<file path="config.mk">
export PLATFORM = sky130hd
export DESIGN_NAME = branch_resolver
export DESIGN_NICKNAME = d
export VERILOG_FILES = /design/src/rtl/branch_resolver.sv
export SDC_FILE = /design/constraint.sdc
export NUM_CORES = 1
export LEC_CHECK = 0
export BUFFER_PORTS_ARGS = -buffer_cell sky130_fd_sc_hd__buf_2
export CAP_MARGIN = 10
export CORE_ASPECT_RATIO = 0.9
export CORE_UTILIZATION = 38
export DETAILED_ROUTE_END_ITERATION = 10
export GPL_ROUTABILITY_DRIVEN = 0
export GPL_TIMING_DRIVEN = 0
export PLACE_DENSITY = 0.74
export SYNTH_ARGS = -nofsm -noshare
export SYNTH_HDL_FRONTEND = slang
export SYNTH_SLANG_ARGS = --single-unit
</file>
<file path="constraint.sdc">
create_clock -name CLK -period 1.99 [get_ports CLK]
set_input_delay 0.2985 -clock CLK [delete_from_list [all_inputs] [get_ports CLK]]
set_output_delay 0.2985 -clock CLK [all_outputs]
set_load 0.05 [all_outputs]
</file>
<file path="src/rtl/branch_resolver.sv">
// ----------------------------------------------------------------------------
// branch_resolver
//
// Decode-stage branch unit of the pipelined RAT CPU. It resolves
// BRN/BREQ/BRNE/BRCS/BRCC/CALL/RET/RETI in the same cycle the instruction sits
// in decode, and drives the PC redirect plus the UNCON_BRN / TAKE_COND_BRN
// hints to the downstream NOP generator. It owns the architectural C/Z flags
// and their interrupt shadow copies. After any redirect, a short lockout
// ignores the wrong-path branches that are already in flight.
//
// Ports:
//   CLK, RESET      clock, synchronous active-high reset
//   BR_VALID        decode slot holds a live instruction
//   BR_TYPE[2:0]    0 none, 1 BRN, 2 BREQ, 3 BRNE, 4 BRCS, 5 BRCC, 6 CALL, 7 RET
//   IS_RETI         qualifies BR_TYPE=7 as RETI (restores shadow flags)
//   IMM_ADDR        target for types 1-6
//   RET_ADDR        stack-popped target for type 7
//   FLG_LD          EX-stage ALU writes flags this cycle
//   FLG_C_NEW/Z_NEW EX-stage flag results
//   INT_TAKEN       interrupt accepted this cycle
//   UNCON_BRN       unconditional redirect (BRN/CALL/RET/RETI)
//   TAKE_COND_BRN   conditional branch taken
//   PC_LD           load PC with PC_TARGET
//   PC_TARGET       redirect address (0 when PC_LD=0)
//   FLG_C/FLG_Z     architectural flags (registered)
//   SHADOW_BUSY     lockout counter non-zero
// ----------------------------------------------------------------------------
module branch_resolver #(
  parameter int ADDR_W        = 10,
  parameter int SHADOW_CYCLES = 3
) (
  input  logic              CLK,
  input  logic              RESET,
  input  logic              BR_VALID,
  input  logic [2:0]        BR_TYPE,
  input  logic              IS_RETI,
  input  logic [ADDR_W-1:0] IMM_ADDR,
  input  logic [ADDR_W-1:0] RET_ADDR,
  input  logic              FLG_LD,
  input  logic              FLG_C_NEW,
  input  logic              FLG_Z_NEW,
  input  logic              INT_TAKEN,
  output logic              UNCON_BRN,
  output logic              TAKE_COND_BRN,
  output logic              PC_LD,
  output logic [ADDR_W-1:0] PC_TARGET,
  output logic              FLG_C,
  output logic              FLG_Z,
  output logic              SHADOW_BUSY
);

  localparam int CNT_W = (SHADOW_CYCLES < 2) ? 1 : $clog2(SHADOW_CYCLES + 1);
  localparam logic [CNT_W-1:0] SHADOW_LOAD = CNT_W'(SHADOW_CYCLES);

  typedef enum logic [2:0] {
    BT_NONE = 3'd0,
    BT_BRN  = 3'd1,
    BT_BREQ = 3'd2,
    BT_BRNE = 3'd3,
    BT_BRCS = 3'd4,
    BT_BRCC = 3'd5,
    BT_CALL = 3'd6,
    BT_RET  = 3'd7
  } br_type_e;

  br_type_e         br_type;
  logic [CNT_W-1:0] shadow_cnt;
  logic             shadow_c;
  logic             shadow_z;
  logic             eff_c;
  logic             eff_z;
  logic             req;
  logic             cond_met;
  logic             reti_accept;

  assign br_type = br_type_e'(BR_TYPE);

  // Forward the EX-stage flag result so a flag-setting instruction directly
  // ahead of a branch is evaluated without a stall.
  assign eff_c = FLG_LD ? FLG_C_NEW : FLG_C;
  assign eff_z = FLG_LD ? FLG_Z_NEW : FLG_Z;

  assign SHADOW_BUSY = (shadow_cnt != '0);
  assign req         = BR_VALID & (br_type != BT_NONE) & ~SHADOW_BUSY;
  assign reti_accept = req & (br_type == BT_RET) & IS_RETI;

  always_comb begin
    cond_met = 1'b0;
    unique case (br_type)
      BT_BREQ: cond_met = eff_z;
      BT_BRNE: cond_met = ~eff_z;
      BT_BRCS: cond_met = eff_c;
      BT_BRCC: cond_met = ~eff_c;
      default: cond_met = 1'b0;
    endcase
  end

  // PC_TARGET is forced to zero when no redirect happens, so downstream
  // logic never sees a stale address.
  always_comb begin
    UNCON_BRN     = req & ((br_type == BT_BRN) | (br_type == BT_CALL) | (br_type == BT_RET));
    TAKE_COND_BRN = req & cond_met;
    PC_LD         = UNCON_BRN | TAKE_COND_BRN;
    PC_TARGET     = '0;
    if (PC_LD) begin
      PC_TARGET = (br_type == BT_RET) ? RET_ADDR : IMM_ADDR;
    end
  end

  // Lockout counter. It reloads on every redirect and otherwise counts down
  // to zero.
  always_ff @(posedge CLK) begin
    if (RESET) begin
      shadow_cnt <= '0;
    end else if (PC_LD) begin
      shadow_cnt <= SHADOW_LOAD;
    end else if (SHADOW_BUSY) begin
      shadow_cnt <= shadow_cnt - CNT_W'(1);
    end
  end

  // Flag registers. An interrupt saves the forwarded flags, so a coincident
  // FLG_LD result is preserved across the ISR. The interrupt also wins over
  // a RETI restore and over a plain flag load.
  always_ff @(posedge CLK) begin
    if (RESET) begin
      FLG_C    <= 1'b0;
      FLG_Z    <= 1'b0;
      shadow_c <= 1'b0;
      shadow_z <= 1'b0;
    end else if (INT_TAKEN) begin
      shadow_c <= eff_c;
      shadow_z <= eff_z;
      FLG_C    <= 1'b0;
      FLG_Z    <= 1'b0;
    end else if (reti_accept) begin
      FLG_C <= shadow_c;
      FLG_Z <= shadow_z;
    end else if (FLG_LD) begin
      FLG_C <= FLG_C_NEW;
      FLG_Z <= FLG_Z_NEW;
    end
  end

endmodule

</file>
# After elaboration in Yosys (flattened, before gate mapping)
# Index checks and enable logic that the tools add are counted.
dict set report totals {
  reg_bits 6
  out_inout_bits 16
  word_cells 38
}
dict set report op_classes {
  mux 9
  n_reduce_logical 4
  n_bitwise 12
  eq_ne 7
  add_sub_neg 1
}
# op count
set op_table {}
lappend op_table {{2-to-1 mux 10 bit} 2}
lappend op_table {{== test 3 bit, second input constant} 4}
lappend op_table {{AND 1 bit} 6}
lappend op_table {{== test 3 x 2 -> 1 bit, second input constant} 2}
lappend op_table {{2-to-1 mux 1 bit} 4}
lappend op_table {{2-to-1 mux 2 bit} 2}
lappend op_table {{case mux 1 bit (4 select lines)} 1}
lappend op_table {{nonzero test 2 bit} 2}
lappend op_table {{== test 3 x 1 -> 1 bit, second input constant} 1}
lappend op_table {{inverter 1 bit} 3}
lappend op_table {{OR 1 bit} 3}
lappend op_table {{nonzero test 3 bit} 1}
lappend op_table {{OR reduction 2 bit} 1}
lappend op_table {{subtractor 2 x 1 -> 2 bit, second input constant} 1}

# Longest topological paths before layout
# Gate-level depths: netlist (run 1).
dict set report depth {
  ltp_word 6
  mapped_depth 7
  mapped_depth_nobuf 6
}

# Least setup slack after synthesis (run 1)
# Ideal clock, no wire load.
dict set report synth_path {
  path_type {register to output}
  startpoint {register FLG_Z}
  endpoint {output TAKE_COND_BRN}
  t_arrival_ps 2209
  stages_incl_launch_ff 4
  path_slack_ps -518
  required_time_ps 1691
  path_cell_list {dfxtp_1 mux2_2 a22oi_2 a211oi_1}
}
dict set report synth_between {
  elab_chain_cells 4
}
# element line
set synth_lines {}
lappend synth_lines {{start: declaration} 48} ;# output logic FLG_Z,
lappend synth_lines {{start signal: assignment} 138} ;# FLG_Z <= shadow_z;
lappend synth_lines {{2-to-1 mux 1 bit *} -}
lappend synth_lines {{inverter 1 bit} 91} ;# BT_BRNE: cond_met = ~eff_z;
lappend synth_lines {{case mux 1 bit (4 select lines) *} 89} ;# unique case (br_type)
lappend synth_lines {{AND 1 bit *} 102} ;# TAKE_COND_BRN = req & cond_met;
lappend synth_lines {{end: declaration} 44} ;# output logic TAKE_COND_BRN,
# Mark *: on every way between the ends. The rest lies on a longest branch, timed or not.

# Worst setup path after layout (run 1)
dict set report layout_path {
  startpoint {register shadow_cnt[0]}
  endpoint {output PC_TARGET[0]}
}
dict set report layout_between {
  elab_chain_cells 6
  word_cells_on_any_way 7
  classes_between {mux (1); bitwise (5); reduce/logical (1)}
}
# element line
set layout_lines {}
lappend layout_lines {{start: declaration} 67} ;# logic [CNT_W-1:0] shadow_cnt;
lappend layout_lines {{start signal: assignment} 118} ;# shadow_cnt <= shadow_cnt - CNT_W'(1);
lappend layout_lines {{nonzero test 2 bit *} 83} ;# assign SHADOW_BUSY = (shadow_cnt != '0);
lappend layout_lines {{inverter 1 bit *} 84} ;# assign req = BR_VALID & (br_type != BT_NONE) & ~SHADOW_BUSY;
lappend layout_lines {{AND 1 bit *} 84}
lappend layout_lines {{AND 1 bit, on equally long branches} {101, 102}}
lappend layout_lines {{OR 1 bit *} 103} ;# PC_LD = UNCON_BRN | TAKE_COND_BRN;
lappend layout_lines {{2-to-1 mux 10 bit *} 105} ;# if (PC_LD) begin
lappend layout_lines {{end: declaration} 46} ;# output logic [ADDR_W-1:0] PC_TARGET,
# Marks and branches as above.

==> implementation parameters, run 1 <==
Parameter                              Value

Cells and area
  Area occupied by multi-input gates ... 544.3 µm²
  Filler cell count ... 99
  Synthesis-to-layout area growth ... 93.39%
  Fraction of final layout cells sized beyond drive strength 1 ... 0.6014
  Non-Filler Cell Area, Final ... 1171 µm²
  Inserted Diodes ... 0
  Flip-flop and latch area ... 123.9 µm²
  Nets@finish ... 177

Yosys
  Synthesized area ... 605.6 µm²
  Count of flip-flops with a built-in enable after synthesis ... 0
  Syn avg cell area ... 7.296 µm²
  Flops & latches, synth ... 6
  Post-synth top area share ... 0.1983
  Top cells by count, synth ... sky130_fd_sc_hd__nand2_1, sky130_fd_sc_hd__a21oi_2, sky130_fd_sc_hd__dfxtp_1, sky130_fd_sc_hd__inv_1, sky130_fd_sc_hd__nor2_1
  Primary FF master, synth ... sky130_fd_sc_hd__dfxtp_1
  Post-Synthesis Net Count ... 115
  Share of async-settable or async-resettable flops after synthesis ... 0
  Number of library cell types mapped by synthesis ... 26
  Sequential element share of the synthesized area ... 0.1983
  Syn. warnings ... 0
  Synth area leaders ... sky130_fd_sc_hd__dfxtp_1, sky130_fd_sc_hd__nand2_1, sky130_fd_sc_hd__a21oi_2
  Count of mapped cells out of synthesis ... 83
  Cell with the most instances after synthesis ... sky130_fd_sc_hd__nand2_1
  Cell accounting for the most synthesized area ... sky130_fd_sc_hd__dfxtp_1

Setup path
  Endpoint required time on the critical path ... 1.69 ns
  Minimum setup slack among reg-to-reg paths ... 0.30 ns
  Maximum fanout along the worst path ... 5
  Sort of element at the start of the critical path ... register
  Arr. time, crit path ... 1.79 ns
  Kind of critical path ... reg2out
  Crit. End Element ... output port
  Number of cells on the worst reg-to-reg path ... 5

STA
  Worst-case clock skew ... 0.006739 ns
  Unrepaired setup endpoints after global routing ... yes
  Number of hold violations in the final report ... 0
  Post-layout worst setup margin ... -0.09438 ns
  Max_slew headroom ... 0.6937
  Final-report max-slew violation count ... 0
  Final setup violation count ... 12
  Clock period minus worst slack ... 2.084 ns
  Pin slew with the least headroom to its limit ... 0.4594 ns
  Achievable frequency ... 479.8 MHz
  Worst hold slack ... 0.3058 ns
  Period utilization ... 1.047

Die
  Row Count ... 13
  I/O Pins ... 47
  Initial core utilization ... 0.4137
  Die Y ... 39.87 µm
  Die width ... 44.08 µm
  Area of the core ... 1464 µm²
  Die Outline Area ... 1757 µm²

Power and ir drop
  Static leakage ... 0.0005457 µW
  Power Density ... 846.5 nW/µm²
  IR drop worst, VDD ... 0.8442 mV

Drt
  Iteration-0 DRC Markers ... 32
  Residual DRC ... 0
  Via Count ... 806
  Detailed-route wire length per cell ... 13.97 µm
  Total detailed-routing wirelength ... 2.208 mm
  Post-route ant nets ... 0
  Average vias per placed instance ... 5.101
  First-pass iteration count of the detailed router ... 6

GRT
  Antenna violations before repair ... 0
  Global-route wire length before repair ... 2.891 mm
  Overall overflow remaining after global route ... 0
  Number of global-route vias before repair ... 676
  Largest net degree at the start of global routing ... 11
  Total global routing track utilization ... 0.2270

Hold path
  Path type of the worst min-delay path ... in2reg
  Cell depth of the worst min-delay path ... 2

CTS
  Clock network latency to the later pin of the worst-skew pair ... 0.25 ns
  H-tree levels ... 1
  Sinks on the clock net ... 6
  Master cell of the clock root buffer ... sky130_fd_sc_hd__clkbuf_4
  Clock slew at reported path FFs ... 0.05 ns
  Number of buffers inserted during clock tree synthesis ... 3
  CTS tree ... built
  Number of buffers on the longest clock path ... 2

Place
  Worst slack after detailed placement ... -0.1337 ns
  Number of port buffers ... 45
  Placement Cell Area ... 932.1 µm²
  Post-detailed-placement half-perimeter wirelength ... 1.370 mm

Flow run
  Maxcap violations ... 0

Outcome
  Outcome ... complete, but fails checks
  Failing checks ... negative setup slack
==> what timing repair did <==
| action | CTS | global route |
|---|---|---|
| setup buffers | 7 | 4 |
| hold buffers | 0 | 0 |
| pin swaps | 5 | 1 |
| resized for setup | 29 | 4 |
| setup endpoints to repair | 11 | 11 |
| cloned | 1 | 0 |
==> power breakdown <==
group	switching, µW	internal (µW)	total, µW
Combinational	409	308	717
Sequential	12.8	144	157
Clock	48.6	68.5	117
Total	471	521	991
==> flip-flops by register name, indices dropped and copies added (netlist names) <==
register,cells
FLG_C,1
FLG_Z,1
shadow_c,1
shadow_cnt,2
shadow_z,1
==> metrics by stage <==
| stage | std cells | util | TNS (ns) | power [µW] |
|---|---|---|---|---|
| 3_5_place_dp | 143 | 0.6368 | -1.042 | 661.6 |
| 2_1_floorplan | 83 | - | 0 | 550.7 |
| 5_1_grt | 158 | 0.8000 | -1.750 | 1042 |
| 6_report | 158 | 0.8000 | -0.8378 | 991.4 |
| 4_1_cts | 154 | 0.7735 | -0.7116 | 934.4 |
| 3_3_place_gp | 143 | 0.6368 | -0.6950 | 649.1 |
==> final cells by class <==
| class | count | area share |
|---|---|---|
| well taps | 15 | 0.01603 |
| repair buffers | 57 | 0.3451 |
| inverters | 6 | 0.02244 |
| multi-input cells | 67 | 0.4647 |
| flip-flops and latches | 6 | 0.1058 |
| clock buffers | 3 | 0.01923 |
| plain buffers | 4 | 0.02671 |
==> critical path, stage by stage, from the launching register on <==
cell and delay, ns:
sky130_fd_sc_hd__dfxtp_2 0.32, sky130_fd_sc_hd__inv_2 0.06, sky130_fd_sc_hd__ha_4 0.16, sky130_fd_sc_hd__nand2_4 0.07, sky130_fd_sc_hd__a211oi_4 0.20, sky130_fd_sc_hd__a22oi_2 0.12
sky130_fd_sc_hd__buf_4 0.16, sky130_fd_sc_hd__buf_16 0.14, sky130_fd_sc_hd__a21oi_4 0.12, sky130_fd_sc_hd__buf_6 0.18
==> logic make-up (layout without fill, tap and decap cells) <==
kind of cell,count (synthesis),after routing,share of synthesized area
AO/OA/AOI/OAI,21,21,0.3058
XOR/XNOR,1,1,0.01447
adder cells (fa/ha/maj),1,1,0.02066
buffers and inverters,10,70,0.07437
flip-flops,6,6,0.1984
multiplexers,7,7,0.1281
AND/OR/NAND/NOR,37,37,0.2583
==> layer usage <==
metal / GRT usage / vias up / routed length [µm]
met5: 0 / - / 0
met4: 0.03788 / 0 / 8
met3: 0.05530 / 3 / 89
met2: 0.3713 / 24 / 1129
met1: 0.3032 / 372 / 980
li1: - / 407 / -
==> final timing paths <==
check,start,endpoint
max,shadow_cnt[0],PC_TARGET[0]
min reg2reg,shadow_c,shadow_c
max reg2reg,FLG_Z,shadow_cnt[1]
min,INT_TAKEN,FLG_C
==> layout by cell type, fill, tap and decap left out, types with 2 or more instances in the layout <==
master and n:
sky130_fd_sc_hd__nand2_1 21, sky130_fd_sc_hd__inv_2 2, sky130_fd_sc_hd__a211oi_1 2, sky130_fd_sc_hd__mux2i_1 4, sky130_fd_sc_hd__nand3_1 2, sky130_fd_sc_hd__buf_6 11
sky130_fd_sc_hd__dfxtp_1 3, sky130_fd_sc_hd__buf_4 11, sky130_fd_sc_hd__nor2b_1 2, sky130_fd_sc_hd__clkbuf_1 2, sky130_fd_sc_hd__a22oi_2 2, sky130_fd_sc_hd__a21oi_4 9
sky130_fd_sc_hd__nor3_1 2, sky130_fd_sc_hd__nor2_1 6, sky130_fd_sc_hd__inv_1 3, sky130_fd_sc_hd__dfxtp_2 3, sky130_fd_sc_hd__buf_2 34, sky130_fd_sc_hd__clkbuf_4 3
sky130_fd_sc_hd__and3_1 2, sky130_fd_sc_hd__a21oi_1 2
Note: power is estimated with default switching activity, not from simulation.
==> run 2: changes to the inputs <==
Settings changed: ABC_AREA set to 1, CORE_UTILIZATION 38 to 40, PLACE_DENSITY 0.74 to 0.75.
==> implementation parameters, run 2 <==
Parameter                              Value

Yosys
  Synth area leaders ... sky130_fd_sc_hd__nand2_1, sky130_fd_sc_hd__dfxtp_1, sky130_fd_sc_hd__a21oi_2
  Count of mapped cells out of synthesis ... 114 (+37%)
  Post-synth top area share ... 0.2015 (+0.003145)
  Share of async-settable or async-resettable flops after synthesis ... 0 (unchanged)
  Top cells by count, synth ... sky130_fd_sc_hd__nand2_1, sky130_fd_sc_hd__inv_1, sky130_fd_sc_hd__nand4_1, sky130_fd_sc_hd__a21oi_2
  Combinational family with the most area after synthesis ... simple AND/OR/NAND/NOR gates
  Syn. warnings ... 0 (unchanged)
  Number of library cell types mapped by synthesis ... 21 (-19%)
  Sequential element share of the synthesized area ... 0.1791 (-0.01924)
  Primary FF master, synth ... sky130_fd_sc_hd__dfxtp_1
  Flops & latches, synth ... 6 (unchanged)
  Syn avg cell area ... 5.883 µm² (-19%)
  Mux share of post-synthesis cell area ... 0 (-0.1281)
  Cell accounting for the most synthesized area ... sky130_fd_sc_hd__nand2_1
  Cell with the most instances after synthesis ... sky130_fd_sc_hd__nand2_1
  Synthesized area ... 670.6 µm² (+11%)
  Fraction of the mapped netlist area in adder cells ... 0.01866 (-0.002004)
  Count of flip-flops with a built-in enable after synthesis ... 0 (unchanged)
  Simple logic cell fraction of the synthesized area ... 0.4123 (+0.1540)
  Compound-gate portion of the synthesized area ... 0.1810 (-0.1248)
  Xor and xnor fraction of the mapped netlist area ... 0.02612 (+0.01166)
  Post-Synthesis Net Count ... 146 (+27%)

Cells and area
  Most common library cell in the layout ignoring fill and taps ... sky130_fd_sc_hd__buf_2
  Fraction of final layout cells sized beyond drive strength 1 ... 0.5212 (-0.08019)
  Synthesis-to-layout area growth ... 72.39%
  Register bank with the most flops ... shadow_cnt
  Number of flip-flops under the largest register name ... 2 (unchanged)
  Inserted Diodes ... 0 (unchanged)
  Nets@finish ... 199 (+12%)
  Most frequent cells in the layout ... sky130_fd_sc_hd__buf_2, sky130_fd_sc_hd__nand2_1, sky130_fd_sc_hd__nand4_1
  Post-Route Utilization ... 0.7643 (-0.03573)

CTS
  Number of buffers on the longest clock path ... 2 (unchanged)
  Clock slew at reported path FFs ... 0.05 ns (about the same)
  Number of buffers inserted during clock tree synthesis ... 3 (unchanged)
  Master cell of the clock root buffer ... sky130_fd_sc_hd__clkbuf_4
  # hold bufs at CTS ... 0 (unchanged)
  H-tree levels ... 1 (unchanged)
  Sinks on the clock net ... 6 (unchanged)
  CTS tree ... built
  Clock network latency to the later pin of the worst-skew pair ... 0.24 ns (about the same)

Setup path
  Largest incremental delay on the critical path ... 0.30 ns (-0.02 ns)
  Kind of critical path ... reg2out
  Crit. End Element ... output port
  Cell at the slowest stage of the critical path ... sky130_fd_sc_hd__dfxtp_1
  Sort of element at the start of the critical path ... register
  Bufs and invs on worst path ... 5 (+1)
  Arr. time, crit path ... 1.66 ns (-0.13 ns)
  Worst path cell trace ... inv_2, ha_4, clkinvlp_4, nor2_2, nand2_2, inv_6, nor2_4, clkbuf_16, a21oi_4, buf_6
  Delay-heaviest family, CP ... buffers and inverters
  Maximum fanout along the worst path ... 6 (+1)
  Endpoint required time on the critical path ... 1.69 ns (about the same)

Die
  Die Y ... 40.85 µm (+2.4%)
  Die Outline Area ... 1845 µm² (+5.0%)
  Die width ... 45.16 µm (+2.5%)
  Row Count ... 13 (unchanged)
  Area of the core ... 1513 µm² (+3.3%)
  I/O Pins ... 47 (unchanged)
  Initial core utilization ... 0.4433 (+0.02967)

Drt
  Residual DRC ... 0 (unchanged)
  First-pass iteration count of the detailed router ... 4 (-2)
  Average vias per placed instance ... 4.727 (-7.3%)
  Via Count ... 884 (+9.7%)
  Detailed-route wire length per cell ... 11.07 µm (-21%)
  Met1 layer wirelength in the final routing ... 1.003 mm (+2.3%)
  Total detailed-routing wirelength ... 2.071 mm (-6.2%)
  Detailed-routed wire length on met2 ... 965 µm (-15%)
  Met3 Routed Length ... 88 µm (-1.1%)
  Iteration-0 DRC Markers ... 15 (-53%)
  Post-route ant nets ... 0 (unchanged)
  Uppermost layer routed ... met4

Flow run
  Maxcap violations ... 0 (unchanged)

GRT
  Number of global-route vias before repair ... 666 (-1.5%)
  Largest net degree at the start of global routing ... 11 (unchanged)
  Antenna violations before repair ... 0 (unchanged)
  Total global routing track utilization ... 0.2071 (-0.01994)
  Overall overflow remaining after global route ... 0 (unchanged)
  Global-route wire length before repair ... 2.656 mm (-8.1%)

STA
  Pin slew with the least headroom to its limit ... 0.4386 ns (-0.02087 ns)
  Max_slew headroom ... 0.7076 (+0.01391)
  Worst-case clock skew ... 0.002402 ns (-0.004337 ns)
  Clock period minus worst slack ... 1.960 ns (-0.1246 ns)
  Unrepaired setup endpoints after global routing ... yes
  Worst hold slack ... 0.3244 ns (+0.01862 ns)
  Final-report max-slew violation count ... 0 (unchanged)
  Period utilization ... 0.9848 (-0.06260)
  Achievable frequency ... 510.3 MHz (+6.4%)
  Number of hold violations in the final report ... 0 (unchanged)
  Final setup violation count ... 0 (-12)

Place
  Post-detailed-placement half-perimeter wirelength ... 1.457 mm (+6.3%)
  Number of port buffers ... 44 (-2.2%)

Power and ir drop
  Static leakage ... 0.0005866 µW (+7.5%)
  IR drop worst, VDD ... 0.8266 mV (-2.1%)
  Power Density ... 925.7 nW/µm² (+9.4%)

Outcome
  Outcome ... finished clean

Hold path
  Path type of the worst min-delay path ... in2reg
-- run 2: cell count changes in the layout (fill, tap and decap cells not counted), sizes merged, moves of 4 or more --
cell	delta
nand2	+15
buf	-9
mux2i	-4
inv	+14
a211oi	-4
nand4	+12
nand3	+4
-- run 2: area by class of cell --
type / count / area, µm²
buffer: 7 / 50.05
clock buffer: 3 / 22.52
fill: 123 / 356.6
inverter: 20 / 83.83
multi-input combinational: 81 / 524.3
sequential: 6 / 123.9
tap: 22 / 27.53
timing repair buffer: 48 / 324.1
-- run 2: cells by family after synthesis --
kind of cell    Yosys count
simple gates             61
buf+inv                  27
compound gates           17
flops                     6
xor+xnor                  2
fa+ha+maj                 1
-- run 2: per-stage QoR --
stage	cell area, µm²	setup TNS (ns)	power, µW	setup WS (ns)	cells
after floorplan	772.0	-0.09960	729.1	-0.01107	114
after global placement	1020	0	844.9	0.1624	180
after detailed placement	1020	0	855.5	0.1347	180
after CTS	1065	0	992.2	0.02363	183
after global routing	1156	-0.5885	1141	-0.08063	187
final	1156	0	1070	0.03020	187
-- run 2: final timing paths --
path	slack [ns]	cells past startpoint	to	start
hold reg to reg	0.45	2	FLG_Z	shadow_z
setup / recovery	0.03	10	PC_TARGET[5]	shadow_cnt[1]
setup reg to reg	0.62	11	shadow_cnt[0]	shadow_cnt[0]
hold / removal	0.32	4	shadow_cnt[0]	RESET
-- run 2: worst register-to-register path: stages, from the launching register on --
cell and delay (ns):
sky130_fd_sc_hd__dfxtp_2 0.33, sky130_fd_sc_hd__inv_2 0.04, sky130_fd_sc_hd__ha_4 0.18, sky130_fd_sc_hd__clkinvlp_4 0.08, sky130_fd_sc_hd__nor2_2 0.03, sky130_fd_sc_hd__nand2_2 0.11
sky130_fd_sc_hd__inv_6 0.04, sky130_fd_sc_hd__nor2_4 0.19, sky130_fd_sc_hd__buf_4 0.14, sky130_fd_sc_hd__nand2_1 0.04, sky130_fd_sc_hd__nand2_1 0.05, sky130_fd_sc_hd__inv_1 0.03
-- run 2: what timing repair did --
item                       4_1_cts  5_1_grt
pin swaps                        0        7
buffers inserted                 0        3
setup endpoints to repair        9       10
gates resized for setup          9       15
cloned                           0        1
-- run 2: metal layers --
| layer | GRT usage | vias to the layer above |
|---|---|---|
| met1 | 0.2715 | 384 |
| met5 | 0 | - |
| met3 | 0.07930 | 2 |
| li1 | - | 471 |
| met4 | 0.06818 | 0 |
| met2 | 0.3116 | 27 |
-- run 2: power by group --
part / leakage [µW] / total (µW) / internal [µW] / switching [µW]
clock network: 0.0000138 / 113 / 68.3 / 44.7
registers: 0.0000506 / 158 / 145 / 12.6
logic: 0.000522 / 799 / 301 / 498
==> run 3: changes to the inputs <==
Settings changed: CORE_ASPECT_RATIO 0.9 to 1.2.
==> implementation parameters, run 3 (synthesis gave the netlist of run 2 again) <==
Parameter                              Value

GRT
  Number of global-route vias before repair ... 744 (+12%)
  Largest net degree at the start of global routing ... 11 (unchanged)
  Global-route wire length before repair ... 2.684 mm (+1.1%)
  Total global routing track utilization ... 0.2019 (-0.005138)
  Antenna violations before repair ... 0 (unchanged)
  Overall overflow remaining after global route ... 0 (unchanged)

CTS
  Master cell of the clock root buffer ... sky130_fd_sc_hd__clkbuf_4
  Sinks on the clock net ... 6 (unchanged)
  Clock network latency to the later pin of the worst-skew pair ... 0.24 ns (about the same)
  Clock slew at reported path FFs ... 0.04 ns (about the same)
  Number of buffers on the longest clock path ... 2 (unchanged)
  CTS tree ... built
  Number of buffers inserted during clock tree synthesis ... 3 (unchanged)
  # hold bufs at CTS ... 0 (unchanged)
  H-tree levels ... 1 (unchanged)

STA
  Worst hold slack ... 0.3313 ns (+0.006932 ns)
  Max_slew headroom ... 0.7216 (+0.01399)
  Achievable frequency ... 518.7 MHz (+1.7%)
  Post-layout worst setup margin ... 0.06222 ns (+0.03203 ns)
  Worst-case clock skew ... 0.0006061 ns (-0.001796 ns)
  Number of hold violations in the final report ... 0 (unchanged)
  Pin slew with the least headroom to its limit ... 0.4176 ns (-0.02099 ns)
  Unrepaired setup endpoints after global routing ... yes
  Final-report max-slew violation count ... 0 (unchanged)
  Final setup violation count ... 0 (unchanged)
  Clock period minus worst slack ... 1.928 ns (-0.03203 ns)
  Period utilization ... 0.9687 (-0.01610)

Cells and area
  Filler-free cell count of the finished design ... 182 (-2.7%)
  Most frequent cells in the layout ... sky130_fd_sc_hd__buf_2, sky130_fd_sc_hd__nand2_1, sky130_fd_sc_hd__nand4_1
  Area occupied by multi-input gates ... 521.8 µm² (-0.48%)
  Filler cell count ... 128 (+4.1%)
  Nets@finish ... 199 (unchanged)
  Inserted Diodes ... 0 (unchanged)
  Flip-flop and latch area ... 123.9 µm² (unchanged)
  Non-Filler Cell Area, Final ... 1154 µm² (-0.22%)
  Register bank with the most flops ... shadow_cnt
  Fraction of final layout cells sized beyond drive strength 1 ... 0.5152 (-0.006061)
  Number of flip-flops under the largest register name ... 2 (unchanged)
  Most common library cell in the layout ignoring fill and taps ... sky130_fd_sc_hd__buf_2
  Synthesis-to-layout area growth ... 72.02%

Place
  Number of port buffers ... 44 (unchanged)
  Worst slack after detailed placement ... 0.1535 ns (+0.01879 ns)
  Placed insts ... 175 (-2.8%)
  Post-detailed-placement half-perimeter wirelength ... 1.434 mm (-1.5%)
  Placement Cell Area ... 1013 µm² (-0.61%)

Die
  Initial core utilization ... 0.4467 (+0.003325)
  Die Outline Area ... 1845 µm² (about the same)
  I/O Pins ... 47 (unchanged)
  Area of the core ... 1501 µm² (-0.74%)
  Row Count ... 15 (+2)
  Die width ... 39.38 µm (-13%)
  Die Y ... 46.86 µm (+15%)

Setup path
  Largest incremental delay on the critical path ... 0.32 ns (+0.02 ns)
  Number of cells on the worst reg-to-reg path ... 11 (unchanged)
  Minimum setup slack among reg-to-reg paths ... 0.63 ns (about the same)
  Arr. time, crit path ... 1.63 ns (-0.03 ns)
  Bufs and invs on worst path ... 5 (unchanged)
  Origin of the critical flop-to-flop path ... shadow_cnt[0]
  Delay-heaviest family, CP ... buffers and inverters
  R2R Path End ... shadow_cnt[0]
  Crit. End Element ... output port
  Worst path cell trace ... inv_2, ha_4, clkinvlp_4, nor2_2, nand2_2, inv_6, nor2_4, clkbuf_16, a21oi_4, buf_6
  Endpoint required time on the critical path ... 1.69 ns (about the same)
  Kind of critical path ... reg2out
  Sort of element at the start of the critical path ... register
  Cell at the slowest stage of the critical path ... sky130_fd_sc_hd__dfxtp_2
  Maximum fanout along the worst path ... 5 (-1)

Drt
  Uppermost layer routed ... met3
  First-pass iteration count of the detailed router ... 3 (-1)
  Met3 Routed Length ... 92 µm (+4.5%)
  Average vias per placed instance ... 4.747 (+0.42%)
  Total detailed-routing wirelength ... 1.797 mm (-13%)
  Detailed-route wire length per cell ... 9.874 µm (-11%)
  Detailed-routed wire length on met2 ... 965 µm (unchanged)
  Met1 layer wirelength in the final routing ... 738 µm (-26%)
  Iteration-0 DRC Markers ... 4 (-11)
  Residual DRC ... 0 (unchanged)
  Via Count ... 864 (-2.3%)
  Post-route ant nets ... 0 (unchanged)

Hold path
  WHS Endpoint ... shadow_cnt[0]
  Hold Path Origin ... RESET
  Cell depth of the worst min-delay path ... 4 (unchanged)
  Path type of the worst min-delay path ... in2reg

Flow run
  Maxcap violations ... 0 (unchanged)

Power and ir drop
  IR drop worst, VDD ... 0.5381 mV (-35%)
  Power Density ... 933.1 nW/µm² (+0.80%)
  Sum of internal, switching and leakage power ... 1076 µW (+0.58%)
  Static leakage ... 0.0005880 µW (+0.23%)

Outcome
  Outcome ... finished clean
run 3: cell types whose count changed in the layout (fill, tap and decap cells not counted):
cell	before	now
sky130_fd_sc_hd__buf_2	35	34
sky130_fd_sc_hd__nand2_2	5	4
sky130_fd_sc_hd__nand2_1	32	33
sky130_fd_sc_hd__buf_6	9	10
run 3: per-stage QoR:
stage                       util  setup TNS, ns
final                     0.7683              0
after global routing      0.7683        -0.1077
after CTS                 0.7050              0
after detailed placement  0.6750              0
after global placement    0.6750              0
after floorplan                -       -0.09960
run 3: area by class of cell:
| cell class | instances | share of cell area |
|---|---|---|
| clock buffer | 3 | 0.01952 |
| multi-input combinational | 81 | 0.4523 |
| tap | 17 | 0.01844 |
| buffer | 7 | 0.04338 |
| sequential | 6 | 0.1074 |
| timing repair buffer | 48 | 0.2863 |
| inverter | 20 | 0.07267 |
run 3: worst max-delay path by stage:
| stage | endpoint | slack (ns) | cells after the start | startpoint |
|---|---|---|---|---|
| floorplan | PC_TARGET[0] | -0.01 | 9 | shadow_cnt[1] |
| global placement | PC_TARGET[1] | 0.18 | 13 | FLG_LD |
| detailed placement | PC_TARGET[8] | 0.15 | 13 | FLG_LD |
| CTS | PC_TARGET[7] | 0.02 | 10 | shadow_cnt[1] |
| global route | PC_TARGET[6] | -0.02 | 12 | FLG_Z |
| finish | PC_TARGET[7] | 0.06 | 10 | shadow_cnt[0] |
run 3: worst reg2reg max path: cells and delay by family (launching register included):
kind	cells	cell delay, ns
adders and majority gates	1	0.17
DFF	1	0.33
and+or+nand+nor	5	0.43
buffers and inverters	5	0.33
run 3: where the power goes:
part           internal, µW  total, µW  leakage, µW  switching (µW)
Clock                  68.1        110    0.0000138            41.6
Sequential              146        158    0.0000506            12.9
Combinational           316        808     0.000524             492
Total                   530       1080     0.000588             547
run 3: metal layers:
layer  global-route usage  vias up
met5                    0        -
met4              0.08276        0
met3                    0        0
met2               0.4100       32
met1               0.2131      363
li1                     -      469
run 3: what timing repair did:
item | 4_1_cts | 5_1_grt
endpoints found under the setup margin | 9 | 10
gates cloned | 0 | 1
setup buffers | 0 | 3
resized for setup | 9 | 17
pin swaps | 0 | 6
